**config.mk**
```make
export PLATFORM = sky130hd
export DESIGN_NAME = display_source_arbiter_flat
export DESIGN_NICKNAME = d
export VERILOG_FILES = /design/src/rtl/display_source_arbiter_if.sv /design/src/rtl/display_source_arbiter.sv /design/src/flat_wrapper.sv
export SDC_FILE = /design/constraint.sdc
export NUM_CORES = 1
export LEC_CHECK = 0
export CORE_MARGIN = 2
export CORE_UTILIZATION = 51
export CTS_BUF_LIST = sky130_fd_sc_hd__clkbuf_4 sky130_fd_sc_hd__clkbuf_8 sky130_fd_sc_hd__clkbuf_16
export DETAILED_ROUTE_END_ITERATION = 10
export GPL_TIMING_DRIVEN = 1
export PLACE_DENSITY = 0.87
export SYNTH_ARGS = -nofsm -noshare
export SYNTH_HDL_FRONTEND = slang
export SYNTH_SLANG_ARGS = --single-unit
```
**constraint.sdc**
```tcl
create_clock -name clk_in -period 6.05 [get_ports clk_in]
set_input_delay 1.21 -clock clk_in [delete_from_list [all_inputs] [get_ports clk_in]]
set_output_delay 1.21 -clock clk_in [all_outputs]
set_load 0.01 [all_outputs]
```
**src/rtl/display_source_arbiter_if.sv**
```systemverilog
// Display-sharing bus: per-source requests/values in, the selected value and owner status out.
// master is the requester side (the sources), slave is the arbiter.
interface display_source_arbiter_if #(
    parameter int NUM_SRC = 4,
    parameter int SEL_W   = 3
);
    logic [NUM_SRC-1:0]    req_in;
    logic [NUM_SRC*32-1:0] val_in;
    logic                  hold_in;
    logic [31:0]           val_out;
    logic [SEL_W-1:0]      src_out;
    logic                  valid_out;
    logic                  switch_out;

    modport master (
        output req_in, val_in, hold_in,
        input  val_out, src_out, valid_out, switch_out
    );

    modport slave (
        input  req_in, val_in, hold_in,
        output val_out, src_out, valid_out, switch_out
    );
endinterface

```
**src/rtl/display_source_arbiter.sv**
```systemverilog
// Round-robin owner of the seven-segment value, with a minimum dwell per owner and a hold that freezes rotation.
//   state  | meaning
//   S_IDLE | no source owns the display, val_out forced to zero
//   S_SHOW | src_out owns the display, val_out tracks its live value
module display_source_arbiter #(
    parameter int NUM_SRC      = 4,
    parameter int DWELL_CYCLES = 100_000_000,
    parameter int SEL_W        = 3
) (
    input  logic                    clk_in,
    input  logic                    rst_in,
    display_source_arbiter_if.slave bus
);
    localparam int               CNT_W     = (DWELL_CYCLES > 1) ? $clog2(DWELL_CYCLES) : 1;
    localparam int               NSEL      = 1 << SEL_W;
    localparam logic [SEL_W:0]   NUM_SRC_W = (SEL_W+1)'(NUM_SRC);
    localparam logic [CNT_W-1:0] CNT_LAST  = CNT_W'(DWELL_CYCLES - 1);

    typedef enum logic {S_IDLE, S_SHOW} state_t;

    state_t             r_state, w_state_nxt;
    logic [31:0]        r_val, w_val_nxt;
    logic [SEL_W-1:0]   r_src, w_src_nxt;
    logic               r_valid, w_valid_nxt;
    logic               r_switch, w_switch_nxt;
    logic [CNT_W-1:0]   r_cnt, w_cnt_nxt;
    logic [SEL_W-1:0]   r_ptr, w_ptr_nxt;

    logic [NSEL-1:0]        w_req_pad;
    logic [31:0]            w_val_arr [NSEL];
    logic [NUM_SRC-1:0]     w_excl, w_req_mask, w_rot;
    logic [2*NUM_SRC-1:0]   w_req2;
    logic [SEL_W-1:0]       w_start, w_win;
    logic                   w_found;

    function automatic logic [SEL_W-1:0] f_wrap_add(input logic [SEL_W-1:0] a, input logic [SEL_W:0] b);
        logic [SEL_W:0] s;
        s = {1'b0, a} + b;
        if (s >= NUM_SRC_W) s = s - NUM_SRC_W;
        return s[SEL_W-1:0];
    endfunction

    // Pad to a power of two so the SEL_W-bit owner index addresses these directly.
    for (genvar g = 0; g < NSEL; g++) begin : g_val
        if (g < NUM_SRC) begin : g_src
            assign w_val_arr[g] = bus.val_in[32*g +: 32];
        end else begin : g_pad
            assign w_val_arr[g] = '0;
        end
    end
    assign w_req_pad = NSEL'(bus.req_in);

    // In SHOW the search starts after the owner and never re-picks it; in IDLE it starts at the pointer.
    assign w_excl     = (r_state == S_SHOW) ? (NUM_SRC'(1) << r_src) : '0;
    assign w_start    = (r_state == S_SHOW) ? f_wrap_add(r_src, (SEL_W+1)'(1)) : r_ptr;
    assign w_req_mask = bus.req_in & ~w_excl;
    assign w_req2     = {w_req_mask, w_req_mask};
    assign w_rot      = NUM_SRC'(w_req2 >> w_start);

    always_comb begin
        w_found = 1'b0;
        w_win   = '0;
        for (int i = 0; i < NUM_SRC; i++) begin
            if (!w_found && w_rot[i]) begin
                w_found = 1'b1;
                w_win   = f_wrap_add(w_start, (SEL_W+1)'(i));
            end
        end
    end

    always_comb begin
        w_state_nxt  = r_state;
        w_val_nxt    = r_val;
        w_src_nxt    = r_src;
        w_valid_nxt  = r_valid;
        w_switch_nxt = 1'b0;
        w_cnt_nxt    = r_cnt;
        w_ptr_nxt    = r_ptr;
        case (r_state)
            S_IDLE: begin
                w_val_nxt   = '0;
                w_valid_nxt = 1'b0;
                if (w_found) begin
                    w_state_nxt  = S_SHOW;
                    w_src_nxt    = w_win;
                    w_val_nxt    = w_val_arr[w_win];
                    w_valid_nxt  = 1'b1;
                    w_switch_nxt = 1'b1;
                    w_cnt_nxt    = '0;
                    w_ptr_nxt    = f_wrap_add(w_win, (SEL_W+1)'(1));
                end
            end
            S_SHOW: begin
                if (!w_req_pad[r_src] || (!bus.hold_in && r_cnt == CNT_LAST)) begin
                    w_cnt_nxt = '0;
                    if (w_found) begin
                        w_src_nxt    = w_win;
                        w_val_nxt    = w_val_arr[w_win];
                        w_valid_nxt  = 1'b1;
                        w_switch_nxt = 1'b1;
                        w_ptr_nxt    = f_wrap_add(w_win, (SEL_W+1)'(1));
                    end else if (!w_req_pad[r_src]) begin
                        w_state_nxt = S_IDLE;
                        w_val_nxt   = '0;
                        w_valid_nxt = 1'b0;
                    end else begin
                        w_val_nxt = w_val_arr[r_src];
                    end
                end else begin
                    w_val_nxt = w_val_arr[r_src];
                    if (!bus.hold_in) w_cnt_nxt = r_cnt + CNT_W'(1);
                end
            end
            default: w_state_nxt = S_IDLE;
        endcase
    end

    always_ff @(posedge clk_in or negedge rst_in) begin
        if (!rst_in) begin
            r_state  <= S_IDLE;
            r_val    <= '0;
            r_src    <= '0;
            r_valid  <= 1'b0;
            r_switch <= 1'b0;
            r_cnt    <= '0;
            r_ptr    <= '0;
        end else begin
            r_state  <= w_state_nxt;
            r_val    <= w_val_nxt;
            r_src    <= w_src_nxt;
            r_valid  <= w_valid_nxt;
            r_switch <= w_switch_nxt;
            r_cnt    <= w_cnt_nxt;
            r_ptr    <= w_ptr_nxt;
        end
    end

    assign bus.val_out    = r_val;
    assign bus.src_out    = r_src;
    assign bus.valid_out  = r_valid;
    assign bus.switch_out = r_switch;
endmodule

```
**src/flat_wrapper.sv**
```systemverilog
// flat-port wrapper written by rule: the top's interface ports become plain ports
module display_source_arbiter_flat 
#(
    parameter int NUM_SRC      = 4,
    parameter int DWELL_CYCLES = 100_000_000,
    parameter int SEL_W        = 3
)
  (clk_in, rst_in, bus_req_in, bus_val_in, bus_hold_in, bus_val_out, bus_src_out, bus_valid_out, bus_switch_out);
  display_source_arbiter_if #(.NUM_SRC(NUM_SRC), .SEL_W(SEL_W)) bus_i ();
  input  logic clk_in;
  input  logic rst_in;
  input wire logic [$bits(bus_i.req_in)-1:0] bus_req_in;
  input wire logic [$bits(bus_i.val_in)-1:0] bus_val_in;
  input wire logic [$bits(bus_i.hold_in)-1:0] bus_hold_in;
  output wire logic [$bits(bus_i.val_out)-1:0] bus_val_out;
  output wire logic [$bits(bus_i.src_out)-1:0] bus_src_out;
  output wire logic [$bits(bus_i.valid_out)-1:0] bus_valid_out;
  output wire logic [$bits(bus_i.switch_out)-1:0] bus_switch_out;
  assign bus_i.req_in = bus_req_in;
  assign bus_i.val_in = bus_val_in;
  assign bus_i.hold_in = bus_hold_in;
  assign bus_val_out = bus_i.val_out;
  assign bus_src_out = bus_i.src_out;
  assign bus_valid_out = bus_i.valid_out;
  assign bus_switch_out = bus_i.switch_out;
  display_source_arbiter #(.NUM_SRC(NUM_SRC), .DWELL_CYCLES(DWELL_CYCLES), .SEL_W(SEL_W)) u_core (.clk_in(clk_in), .rst_in(rst_in), .bus(bus_i));
endmodule
```
# Word-level counts from Yosys, hierarchy flattened
# Index checks and enable logic that the tools add are counted.
[totals]
ram_bits = 0
rom_bits = 0
in_bits = 135
ff_bits = 68
latch_bits = 0
word_cells = 102
n_memories = 0
output_inout_bits = 37
[op_classes]
multipliers = 0
n_addsub = 12
n_bitwise = 5
reduce_logical = 12
n_lt_le_gt_ge = 9
div_mod_pow = 0
shifts = 2
n_eq_ne = 5
muxes = 50
[op_table]
columns = ["operator", "count"]
rows = [
  ["$mux W32", 8],
  ["$bmux W32 S3", 2],
  ["$mux W27", 3],
  ["$pmux W32 S2", 1],
  ["$pmux W27 S2", 1],
  ["$mux W3", 15],
  ["$add A27 B1 Y27 const B", 1],
  ["$eq A27 B27 Y1 const B", 1],
  ["$ge A4 B3 Y1 const B", 5],
  ["$sub A3 B3 Y3 const B", 6],
  ["$mux W1", 13],
  ["$add A3 B1 Y4 const B", 3],
  ["$pmux W3 S2", 2],
  ["$add A3 B2 Y4 const B", 2],
  ["$ge A4 B4 Y1 const B", 2],
  ["$not A3 Y4", 2],
  ["$shr A8 B3 Y4", 1],
  ["$ne A3 B3 Y1 const B", 2],
  ["$pmux W1 S2", 3],
  ["$logic_not A1 Y1", 5],
  ["$and A4 B4 Y4", 1],
  ["$logic_and A1 B1 Y1", 4],
  ["$lt A3 B4 Y1 const B", 1],
  ["$mux W4", 1],
  ["9 further kinds", 10],
]

# Longest topological paths before layout
# Gate-level depths: netlist (run 1).
[depth]
ltp_word = 22
ltp_mapped = 14
depth_no_buf = 10

# Worst setup path before layout (run 1)
# No wires, ideal clock.
[synth_path]
path_type = "reg2reg"
from = "register u_core.r_src[1], in the netlist u_core.bus.src_out[1]"
to = "register u_core.r_ptr[1]"
period_less_slack_ns = 3.629
path_stages_with_launch = 14
path_buffers = 3
slack_ns = 2.421
required_ns = 5.925
setup_ns = 0.125
arrival_ns = 3.505
path_cell_list = "dfrtp_1 > buf_2 > buf_1 > inv_1 > ha_1 > mux2_2 > ha_1 > and3_1 > o211ai_1 > o311a_1 > o32ai_2 > buf_2 > ha_1 > mux2_2"
[synth_between]
elab_chain_len = 21
word_cells_on_any_way = 51
classes_between = "add/sub (11); order compare (6); eq/ne (1); shift (2); mux (21); bitwise (2); reduce/logical (8)"
[synth_rtl]
columns = ["item", "line_no", "text"]
rows = [
  ["start, declared", "display_source_arbiter.sv:23", "logic [SEL_W-1:0] r_src, w_src_nxt;"],
  ["start signal, assigned", "display_source_arbiter.sv:130", "r_src <= w_src_nxt;"],
  ["parallel branches: the longest is 14 deep, another holds $add A3 B1 Y4", "n/a", ""],
  ["$mux W3 *", "display_source_arbiter.sv:64", "if (!w_found && w_rot[i]) begin"],
  ["net u_core.w_win[1]", "display_source_arbiter.sv:33", "logic [SEL_W-1:0] w_start, w_win;"],
  ["$add A3 B1 Y4 *", "display_source_arbiter.sv:38", "s = {1'b0, a} + b;"],
  ["$ge A4 B3 Y1 / $sub A3 B3 Y3 (equally long branches)", "display_source_arbiter.sv:39", "if (s >= NUM_SRC_W) s = s - NUM_SRC_W;"],
  ["$mux W3 *", "display_source_arbiter.sv:39", ""],
  ["$mux W3 *", "display_source_arbiter.sv:83, display_source_arbiter.sv:96", ""],
  ["$mux W3", "display_source_arbiter.sv:94", "if (!w_req_pad[r_src] || (!bus.hold_in && r_cnt == CNT_LAST)) begin"],
  ["$pmux W3 S2 *", "display_source_arbiter.sv:79", "case (r_state)"],
  ["end signal, assigned", "display_source_arbiter.sv:134", "r_ptr <= w_ptr_nxt;"],
  ["end, declared", "display_source_arbiter.sv:27", "logic [SEL_W-1:0] r_ptr, w_ptr_nxt;"],
]
# Mark *: on every way through the listed nets, which the timed path passes. The select of a mux whose other input is x is not followed.
# A chain may end at the register's enable or synchronous reset.

# Final worst setup path (run 1)
[layout_path]
from = "input port bus_req_in[2]"
to = "register u_core.r_val[31], in the netlist u_core.bus.val_out[31]"
[layout_between]
elab_chain_len = 19
word_cells_on_any_way = 29
classes_between = "shift (1); mux (18); bitwise (2); reduce/logical (8)"
[layout_rtl]
columns = ["item", "line_no", "text"]
rows = [
  ["start, declared", "flat_wrapper.sv:12", "input wire logic [$bits(bus_i.req_in)-1:0] bus_req_in;"],
  ["$and A4 B4 Y4", "display_source_arbiter.sv:56", "assign w_req_mask = bus.req_in & ~w_excl;"],
  ["$shr A8 B3 Y4", "display_source_arbiter.sv:58", "assign w_rot = NUM_SRC'(w_req2 >> w_start);"],
  ["$mux W1", "display_source_arbiter.sv:64", ""],
  ["$logic_not A1 Y1", "display_source_arbiter.sv:64", ""],
  ["$logic_and A1 B1 Y1", "display_source_arbiter.sv:64", ""],
  ["$mux W1", "display_source_arbiter.sv:64", ""],
  ["$logic_not A1 Y1", "display_source_arbiter.sv:64", ""],
  ["$logic_and A1 B1 Y1", "display_source_arbiter.sv:64", ""],
  ["[... 3 more ...]", "n/a", ""],
  ["$mux W3", "display_source_arbiter.sv:64", ""],
  ["$not A3 Y4 (implied by the code)", "display_source_arbiter.sv:86, display_source_arbiter.sv:98", ""],
  ["$bmux W32 S3", "display_source_arbiter.sv:86, display_source_arbiter.sv:98", ""],
  ["$mux W32 (implied by the code) (2 in a row)", "display_source_arbiter.sv:86, display_source_arbiter.sv:98", ""],
  ["$mux W32", "display_source_arbiter.sv:96", "if (w_found) begin"],
  ["$mux W32", "display_source_arbiter.sv:94", ""],
  ["$pmux W32 S2 *", "display_source_arbiter.sv:79", ""],
  ["net u_core.w_val_nxt[31]", "display_source_arbiter.sv:22", "logic [31:0] r_val, w_val_nxt;"],
  ["end signal, assigned", "display_source_arbiter.sv:129", "r_val <= w_val_nxt;"],
  ["end, declared", "display_source_arbiter.sv:22", ""],
]
# The timed path passes the listed nets; every way through them passes the cells marked *. The select of a mux whose other input is x is not followed.

==> results of run 1 <==
==> cells in the final DEF (no fill, tap or decap), drive strengths merged, types with 22 or more instances in the layout <==
master,instances
o2111ai,32
nor2,26
mux4,33
clkdlybuf4s50,170
nand3b,35
nand2,62
o21ai,22
dfrtp,68
mux2i,34
o211ai,36
==> Yosys cell counts, types with 2 or more instances <==
cell type,number
nor4_1,11
mux2i_1,34
xnor2_1,12
nand3_1,8
dfrtp_1,68
a21oi_1,5
buf_4,5
buf_2,12
o2111ai_1,32
nand2_1,61
and3_1,8
o211ai_2,29
nor2_1,26
ha_1,8
inv_1,8
nor3_1,7
nand4_1,5
mux2_2,2
nor2b_1,6
o21ai_0,22
o21a_1,4
nor3b_1,2
buf_6,3
o211ai_1,7
mux4_2,33
clkbuf_1,17
inv_2,2
buf_1,4
and2_1,5
nand2b_1,2
nand3b_1,35
o31ai_1,7
==> layer usage <==
layer,vias up,wire [µm],GRT usage (%)
met5,-,0,0
met4,0,461,12.1
met3,45,1210,5.95
met2,277,8540,51.8
met1,2553,5960,33.6
li1,2303,-,-
==> flip-flops by register name, summed over array words and instances, names as in the netlist <==
register / cells
u_core.r_cnt: 27
u_core.r_state: 1
u_core.bus.val_out: 32
u_core.r_ptr: 3
u_core.bus.valid_out: 1
u_core.bus.src_out: 3
u_core.bus.switch_out: 1
==> report_power, final <==
| part | internal [µW] | switching (µW) | total (µW) |
|---|---|---|---|
| Combinational | 1300 | 1710 | 3010 |
| Clock | 216 | 178 | 394 |
| Sequential | 618 | 123 | 741 |
| Total | 2140 | 2010 | 4150 |
==> critical path, cell delays in order <==
cell             delay [ns]
clkdlybuf4s50_1        0.48
mux4_2                 0.52
nand2_1                0.19
a31o_2                 0.36
o21a_1                 0.18
buf_4                  0.40
nand2b_2               0.68
o211ai_1               0.40
==> layout make-up <==
cell class	instances	area [µm²]	area share (%)
flip-flops and latches	68	1700	23.4
repair buffers	180	1770	24.4
well taps	136	170	2.34
clock inverters	4	47.5	0.654
inverters	10	37.5	0.516
clock buffers	12	159	2.19
multi-input cells	394	3380	46.4
==> cells by family after synthesis <==
kind of cell,synth area share (%)
buffers and inverters,4.68
multiplexers,20.9
adder cells (fa/ha/maj),1.89
AND/OR/NAND/NOR,18.4
flip-flops,32.1
AO/OA/AOI/OAI,20.0
XOR/XNOR,1.98
==> stage by stage <==
| step | total power [µW] | cell area [µm²] | hold slack [ns] |
|---|---|---|---|
| finish | 4150 | 7270 | 0.503 |
| global route | 4390 | 7270 | 0.538 |
| CTS | 4120 | 7270 | 0.507 |
| detailed placement | 3720 | 7060 | 0.490 |
| global placement | 3630 | 7060 | 0.492 |
| floorplan | 2960 | 5300 | 0.467 |
==> final timing paths <==
kind / from / to / depth (start not counted)
max: bus_req_in[2] / u_core.bus.val_out[31]$_DFF_PN0_ / 8
min: u_core.r_ptr[2]$_DFFE_PN0P_ / u_core.r_ptr[2]$_DFFE_PN0P_ / 2
max reg2reg: u_core.bus.src_out[0]$_DFFE_PN0P_ / u_core.bus.val_out[31]$_DFF_PN0_ / 10
min reg2reg: u_core.r_ptr[2]$_DFFE_PN0P_ / u_core.r_ptr[2]$_DFFE_PN0P_ / 2
max in group asynchronous: rst_in / u_core.bus.src_out[1]$_DFFE_PN0P_ / 2
min in group asynchronous: rst_in / u_core.r_cnt[3]$_DFFE_PN0P_ / 2
==> flow_metrics.env, run 1 <==
export IMPL_die_w_um=106
export IMPL_crit_type="in -> reg"
export IMPL_startpoint_type="input pin"
export IMPL_drive_above_1_share_pct=15.9
export IMPL_finalCriticalPeriod_ns=4.20
export IMPL_post_cts_buffers=0
export IMPL_worstPathRequired_ns=6.30
export IMPL_report_final_slew_viol_count=0
export IMPL_min_path_type="reg -> reg"
export IMPL_synth_top_cell_area_share_pct=32.1
export IMPL_cts_tree="built"
export IMPL_cts_buffer_depth=2
export IMPL_nets=806
export IMPL_antenna_left=0
export IMPL_antenna_found_initial=0
export IMPL_finalClockSkew_ns=0.0100
export IMPL_netlist_top_cells_area="dfrtp_1, mux4_2, o211ai_2, mux2i_1, o2111ai_1"
export IMPL_status="finished clean"
export IMPL_rsz0062_at_grt="no"
export IMPL_cp_max_fo=41
export IMPL_syn_inst=513
export IMPL_hold_viol_final=0
export IMPL_syn_nets=656
export IMPL_clock_sinks=68
export IMPL_routed_wl_mm=16.2
export IMPL_pre_cts_slack_ns=1.53
export IMPL_synth_edf_count=0
export IMPL_drv_cap=0
export IMPL_fp_dieArea_mm2=0.0112
export IMPL_io_buffers=171
export IMPL_finalSetupViolations=0
export IMPL_dr_pass1_iters=5
export IMPL_cp_arrival_ns=4.45
export IMPL_dp_final_hpwl_mm=11.6
export IMPL_yosys_warnings=0
export IMPL_grt_max_degree=69
export IMPL_rrSetupSlack_ns=1.91
export IMPL_wl_per_cell_um=20.1
export IMPL_grt_first_pass_wirelength_mm=25.9
export IMPL_postSynthAreaPerCell_um2=10.3
export IMPL_ctsResizeCount=0
export IMPL_drc=0
export IMPL_grt_pass1_vias=5352
export IMPL_hold_buffers=0
export IMPL_drtIter0Drc=347
export IMPL_fmax_ghz=0.238
export IMPL_grt_overflow=0
export IMPL_fin_cells=804
export IMPL_viasPerCell=6.44
export IMPL_ys_flop_type="dfrtp_1"
export IMPL_synth_cell_type_count=55
export IMPL_finalSetupTns_ns=0
export IMPL_leakage_uw=0.00284
export IMPL_fillers=755
export IMPL_num_rows=37
export IMPL_synth_seq_cells=68
export IMPL_cts_root_buf="clkbuf_8"
export IMPL_gp_congestion=0.896
export IMPL_setup_slack_ns=1.85
export IMPL_dp_cells=788
export IMPL_post_route_period_util_pct=69.4
export IMPL_cts_max_level=3
export IMPL_postLayoutCoreUtil_pct=71.4
export IMPL_die_y_um=106
export IMPL_synth_async_reset_ratio_pct=100
export IMPL_antenna_cells=0
export IMPL_irDropWorstVdd_v=0.000540
export IMPL_ys_seq_area_share_pct=32.1
export IMPL_start_util_pct=52.0
export IMPL_cts_inserted_buffers=9
export IMPL_worst_pin_slew_ns=1.05
export IMPL_synth_area_mm2=0.00530
export IMPL_area_growth_pct=37.2
export IMPL_crit_path_end_kind="flop"
export IMPL_clock_latency_ns=0.36
export IMPL_coreArea_mm2=0.0102
export IMPL_vias=5178
export IMPL_max_slew_margin_pct=29.8
export IMPL_grtUsageTotal_pct=28.9
export IMPL_ios=172
export IMPL_power_density_mw_per_mm2=571
export IMPL_path_clk_slew_ns=0.07
export IMPL_synth_area_leader_cell="dfrtp_1"
Note: power is estimated with default switching activity, not from simulation.
==> inputs of run 2 (changes only) <==
- CORE_UTILIZATION: 51 -> 47
- PLACE_DENSITY: 0.87 -> 0.81
- clock period: 6.05 -> 3.95 ns (I/O delays scaled with it)
==> flow_metrics.env, run 2 (synthesized netlist as in run 1, its figures left out) <==
export IMPL_status="finished clean"
export IMPL_worstPathRequired_ns=4.15
export IMPL_grtUsageTotal_pct=27.7
export IMPL_start_util_pct=48.4
export IMPL_p_switching_uw=3130
export IMPL_p_int_uw=3440
export IMPL_cts_max_level=3
export IMPL_layout_commonest_cell="clkdlybuf4s50_1"
export IMPL_slowest_delay_ns=0.63
export IMPL_die_y_um=110
export IMPL_path_buf_inv=1
export IMPL_dr_pass1_iters=5
export IMPL_leakage_uw=0.00289
export IMPL_drive_above_1_share_pct=16.2
export IMPL_hold_viol_final=0
export IMPL_grt_max_degree=69
export IMPL_rsz0062_at_grt="no"
export IMPL_path_cells="ha_1 > ha_1 > nand4_1 > o22ai_2 > o221ai_1 > nor2_1 > o21a_4 > buf_4 > mux2i_1 > o211ai_2"
export IMPL_fmax_ghz=0.290
export IMPL_wl_per_cell_um=20.4
export IMPL_crit_type="reg -> reg"
export IMPL_crit_slowest_cell="o21a_4"
export IMPL_irDropWorstVdd_v=0.000776
export IMPL_antenna_left=0
export IMPL_gp_congestion=0.921
export IMPL_dp_cells=795
export IMPL_power_frac_clock_pct=11.5
export IMPL_seqPwrFrac_pct=16.5
export IMPL_coreArea_mm2=0.0109
export IMPL_min_path_type="reg -> reg"
export IMPL_drv_cap=0
export IMPL_largest_register_ffs=32
export IMPL_path_clk_slew_ns=0.06
export IMPL_cp_max_fo=48
export IMPL_vias=5081
export IMPL_finalClockSkew_ns=0.00899
export IMPL_post_cts_buffers=0
export IMPL_drtIter0Drc=441
export IMPL_cp_arrival_ns=3.64
export IMPL_postLayoutCoreUtil_pct=67.5
export IMPL_power_density_mw_per_mm2=890
export IMPL_fin_cells=812
export IMPL_report_final_slew_viol_count=0
export IMPL_post_route_period_util_pct=87.2
export IMPL_worst_path_dominant_cell_family="compound AO/OA/AOI/OAI gates"
export IMPL_cts_root_buf="clkbuf_16"
export IMPL_finalCriticalPeriod_ns=3.45
export IMPL_cts_buffer_depth=2
export IMPL_max_slew_margin_pct=42.0
export IMPL_clock_sinks=68
export IMPL_ctsResizeCount=0
export IMPL_area_growth_pct=39.3
export IMPL_finalSetupTns_ns=0
export IMPL_drc=0
export IMPL_routed_wl_mm=16.6
export IMPL_hold_buffers=0
export IMPL_switching_share_pct=47.6
export IMPL_die_w_um=110
export IMPL_startpoint_type="flop"
export IMPL_viasPerCell=6.26
export IMPL_worst_pin_slew_ns=0.870
export IMPL_grt_overflow=0
export IMPL_antenna_found_initial=0
export IMPL_cts_tree="built"
export IMPL_grt_pass1_vias=5226
export IMPL_combPwrFrac_pct=72.1
export IMPL_num_rows=38
export IMPL_grt_first_pass_wirelength_mm=25.8
export IMPL_mostFrequentLayoutCells="clkdlybuf4s50_1, dfrtp_1, nand2_1"
export IMPL_finalSetupViolations=0
export IMPL_clock_latency_ns=0.33
export IMPL_crit_path_end_kind="flop"
export IMPL_cts_inserted_buffers=9
export IMPL_fp_dieArea_mm2=0.0121
export IMPL_ios=172
export IMPL_nets=809
export IMPL_crit_path_frequent_cell="ha_1"
export IMPL_dp_final_hpwl_mm=11.8
export IMPL_io_buffers=171
## run 2: worst paths after layout
check                                                   from                                 to  slack, ns  cells past startpoint
setup / recovery           u_core.bus.src_out[0]$_DFFE_PN0P_   u_core.bus.val_out[11]$_DFF_PN0_       0.50                     10
hold reg to reg                  u_core.r_ptr[2]$_DFFE_PN0P_        u_core.r_ptr[2]$_DFFE_PN0P_       0.51                      2
setup reg to reg           u_core.bus.src_out[0]$_DFFE_PN0P_   u_core.bus.val_out[11]$_DFF_PN0_       0.50                     10
min in group asynchronous                             rst_in        u_core.r_cnt[0]$_DFFE_PN0P_       0.58                      1
hold / removal                   u_core.r_ptr[2]$_DFFE_PN0P_        u_core.r_ptr[2]$_DFFE_PN0P_       0.51                      2
max in group asynchronous                             rst_in  u_core.bus.src_out[0]$_DFFE_PN0P_       2.76                      1
## run 2: through the flow
step | hold slack (ns) | worst slack [ns] | cell area, µm² | power (µW)
2_1_floorplan | 0.467 | 0.321 | 5300 | 4530
3_3_place_gp | 0.492 | 0.583 | 7100 | 5650
3_5_place_dp | 0.501 | 0.469 | 7100 | 5790
4_1_cts | 0.514 | 0.585 | 7380 | 6550
5_1_grt | 0.517 | 0.314 | 7380 | 6990
6_report | 0.506 | 0.504 | 7380 | 6570
## run 2: area by class of cell
cell class	instances	area, µm²
fillers	841	3560
diodes	1	2.50
clock inverters	4	25.0
flip-flops and latches	68	1700
inverters	10	37.5
multi-input cells	394	3380
repair buffers	183	1800
clock buffers	12	254
well taps	140	175
## run 2: power groups by stage
stage / Combinational (µW) / Sequential, µW / Clock [µW]
3_3_place_gp: 4560 / 1090 / 0
5_1_grt: 5100 / 1100 / 794
2_1_floorplan: 3410 / 1120 / 0
4_1_cts: 4700 / 1080 / 764
3_5_place_dp: 4700 / 1090 / 0
6_report: 4730 / 1080 / 753
## run 2: per-layer routing
layer  track usage, %  up-vias  share of wire (%)
met5                0        -                  0
met1             34.1     2501                 40
li1                 -     2310                  -
met3             6.64       38                7.0
met4             11.8        0                3.0
met2             46.3      232                 50
## run 2: tightest hold or removal path, delay by kind of cell, from the launching register on
| family | cells | cell delay (ns) |
|---|---|---|
| simple gates | 1 | 0.09 |
| flops | 1 | 0.32 |
| buf+inv | 1 | 0.06 |
==> inputs of run 3 (changes only) <==
- ABC_AREA: not set -> 1
- CORE_UTILIZATION: 47 -> 48
- CTS_CLUSTER_SIZE: not set -> 12
- PLACE_DENSITY: 0.81 -> 0.82
==> flow_metrics.env, run 3 <==
export IMPL_cp_arrival_ns=3.64
export IMPL_synth_seq_cells=68
export IMPL_cts_root_buf="clkbuf_16"
export IMPL_antenna_found_initial=0
export IMPL_gp_congestion=0.961
export IMPL_crit_path_frequent_cell="nand2_1"
export IMPL_grtUsageTotal_pct=31.9
export IMPL_reg2regPathDepth=13
export IMPL_hold_path_depth=2
export IMPL_grt_max_degree=69
export IMPL_dr_pass1_iters=6
export IMPL_area_growth_pct=35.1
export IMPL_fp_dieArea_mm2=0.0127
export IMPL_nets=1152
export IMPL_timing_rr_end="u_core.bus.val_out[6]$_DFF_PN0_"
export IMPL_crit_end="u_core.bus.val_out[6]$_DFF_PN0_"
export IMPL_syn_inst=878
export IMPL_antenna_cells=0
export IMPL_vias=7086
export IMPL_startpoint="u_core.bus.src_out[0]$_DFFE_PN0P_"
export IMPL_crit_slowest_cell="nor2_1"
export IMPL_pre_cts_slack_ns=0.521
export IMPL_syn_nets=1021
export IMPL_grt_first_pass_wirelength_mm=32.9
export IMPL_clock_sinks=68
export IMPL_synth_area_leader_cell="dfrtp_1"
export IMPL_yosys_warnings=0
export IMPL_die_w_um=113
export IMPL_rrSetupSlack_ns=0.57
export IMPL_finalSetupViolations=0
export IMPL_crit_type="reg -> reg"
export IMPL_power_density_mw_per_mm2=1120
export IMPL_coreArea_mm2=0.0115
export IMPL_timing_rr_start="u_core.bus.src_out[0]$_DFFE_PN0P_"
export IMPL_cts_buffer_depth=2
export IMPL_ys_seq_area_share_pct=30.0
export IMPL_start_util_pct=49.5
export IMPL_drc=0
export IMPL_grt_pass1_vias=6656
export IMPL_drtIter0Drc=816
export IMPL_post_route_period_util_pct=85.4
export IMPL_cts_tree="built"
export IMPL_setup_slack_ns=0.575
export IMPL_postLayoutCoreUtil_pct=66.8
export IMPL_cts_max_level=3
export IMPL_ys_flop_type="dfrtp_1"
export IMPL_synth_area_mm2=0.00567
export IMPL_mostFrequentLayoutCells="nand2_1, clkdlybuf4s50_1, nand3_1"
export IMPL_largest_register_ffs=32
export IMPL_drive_above_1_share_pct=6.41
export IMPL_finalSetupTns_ns=0
export IMPL_ys_top_cells_by_count="nand2_1, nand3_1, nor2_1, o21ai_0, nand4_1"
export IMPL_dpl_cell_area_mm2=0.00736
export IMPL_drv_cap=0
export IMPL_path_clk_slew_ns=0.06
export IMPL_path_cells="inv_2 > buf_4 > o21ai_0 > nand2_1 > inv_2 > nor2_1 > nand2_1 > nor2_1 > a31oi_1 > inv_2 > buf_12 > nand2_1 > nand2_1"
export IMPL_ios=172
export IMPL_leakage_uw=0.00324
export IMPL_wl_per_cell_um=17.8
export IMPL_routed_wl_mm=20.6
export IMPL_critical_path_depth=13
export IMPL_stdcell_area_mm2=0.00766
export IMPL_startpoint_type="flop"
export IMPL_synth_top_cell_area_share_pct=30.0
export IMPL_cts_inserted_buffers=9
export IMPL_yosysMostFrequentCell="nand2_1"
export IMPL_min_path_type="reg -> reg"
export IMPL_report_final_slew_viol_count=0
export IMPL_status="finished clean"
export IMPL_worstPathRequired_ns=4.22
export IMPL_post_cts_buffers=0
export IMPL_hold_buffers=0
export IMPL_fmax_ghz=0.296
export IMPL_cp_max_fo=54
export IMPL_worst_path_dominant_cell_family="buffers and inverters"
export IMPL_num_rows=39
export IMPL_viasPerCell=6.12
export IMPL_fin_cells=1157
export IMPL_slowest_delay_ns=0.55
export IMPL_synth_async_reset_ratio_pct=100
export IMPL_hold_viol_final=0
export IMPL_max_slew_margin_pct=27.2
export IMPL_clock_latency_ns=0.33
export IMPL_path_buf_inv=5
export IMPL_antenna_left=0
export IMPL_fillers=980
export IMPL_irDropWorstVdd_v=0.000952
export IMPL_io_buffers=171
export IMPL_postSynthAreaPerCell_um2=6.46
export IMPL_finalCriticalPeriod_ns=3.38
export IMPL_synth_edf_count=0
export IMPL_crit_path_end_kind="flop"
export IMPL_worst_pin_slew_ns=1.09
export IMPL_layout_commonest_cell="nand2_1"
export IMPL_rsz0062_at_grt="no"
export IMPL_grt_overflow=0
export IMPL_die_y_um=113
export IMPL_ctsResizeCount=0
export IMPL_synth_cell_type_count=35
export IMPL_dp_final_hpwl_mm=13.8
export IMPL_netlist_top_cells_area="dfrtp_1, nand2_1, nand3_1, nand4_1, nor2_1"
export IMPL_dp_cells=1141
export IMPL_finalClockSkew_ns=0.0146
[run 3: final cells by class]
class	instances	area (µm²)	share of cell area, %
Sequential cell	68	1700	22.2
Inverter	45	170	2.22
Clock buffer	12	254	3.31
Clock inverter	4	48.8	0.637
Multi-Input combinational cell	699	3460	45.2
Timing Repair Buffer	186	1850	24.1
Tap cell	143	179	2.33
[run 3: metrics by stage]
stage	power (µW)	hold WS, ns
floorplan	5990	0.470
global placement	7570	0.487
detailed placement	7630	0.491
CTS	8480	0.504
global route	9280	0.536
finish	8590	0.498
[run 3: power by group]
part / leakage [µW] / internal [µW] / total [µW] / switching [µW]
clock network: 0.000153 / 519 / 823 / 304
logic: 0.00222 / 2270 / 6660 / 4390
registers: 0.000867 / 979 / 1100 / 125
[run 3: worst min-delay path by stage]
stage | start | end
CTS | u_core.r_ptr[2]$_DFFE_PN0P_ | u_core.r_ptr[2]$_DFFE_PN0P_
global placement | u_core.r_ptr[2]$_DFFE_PN0P_ | u_core.r_ptr[2]$_DFFE_PN0P_
detailed placement | u_core.r_ptr[2]$_DFFE_PN0P_ | u_core.r_ptr[2]$_DFFE_PN0P_
floorplan | u_core.r_ptr[2]$_DFFE_PN0P_ | u_core.r_ptr[2]$_DFFE_PN0P_
finish | u_core.r_ptr[2]$_DFFE_PN0P_ | u_core.r_ptr[2]$_DFFE_PN0P_
global route | u_core.r_ptr[2]$_DFFE_PN0P_ | u_core.r_ptr[2]$_DFFE_PN0P_
[run 3: metal layers]
metal  wire, µm  vias to the layer above  GRT usage, %  share of wire [%]
li1           -                     3311             -                  -
met1       8080                     3227          41.2                 39
met2       9620                      475          51.7                 47
met3       2080                       73          6.43                 10
met4        773                        0          14.6                3.8
met5          0                        -             0                  0
[run 3: worst min-delay path, cell delays in order, from the launching register on]
cell     delay (ns)
dfrtp_1        0.32
inv_1          0.05
nor2_1         0.09
[run 3: cells by family (layout without fill, tap and decap cells)]
| family | Yosys count | after routing | synth area share, % |
|---|---|---|---|
| compound gates | 136 | 136 | 13.5 |
| simple gates | 544 | 544 | 43.9 |
| flops | 68 | 68 | 30.0 |
| xor+xnor | 11 | 11 | 1.70 |
| buf+inv | 111 | 247 | 9.15 |
| fa+ha+maj | 8 | 8 | 1.76 |
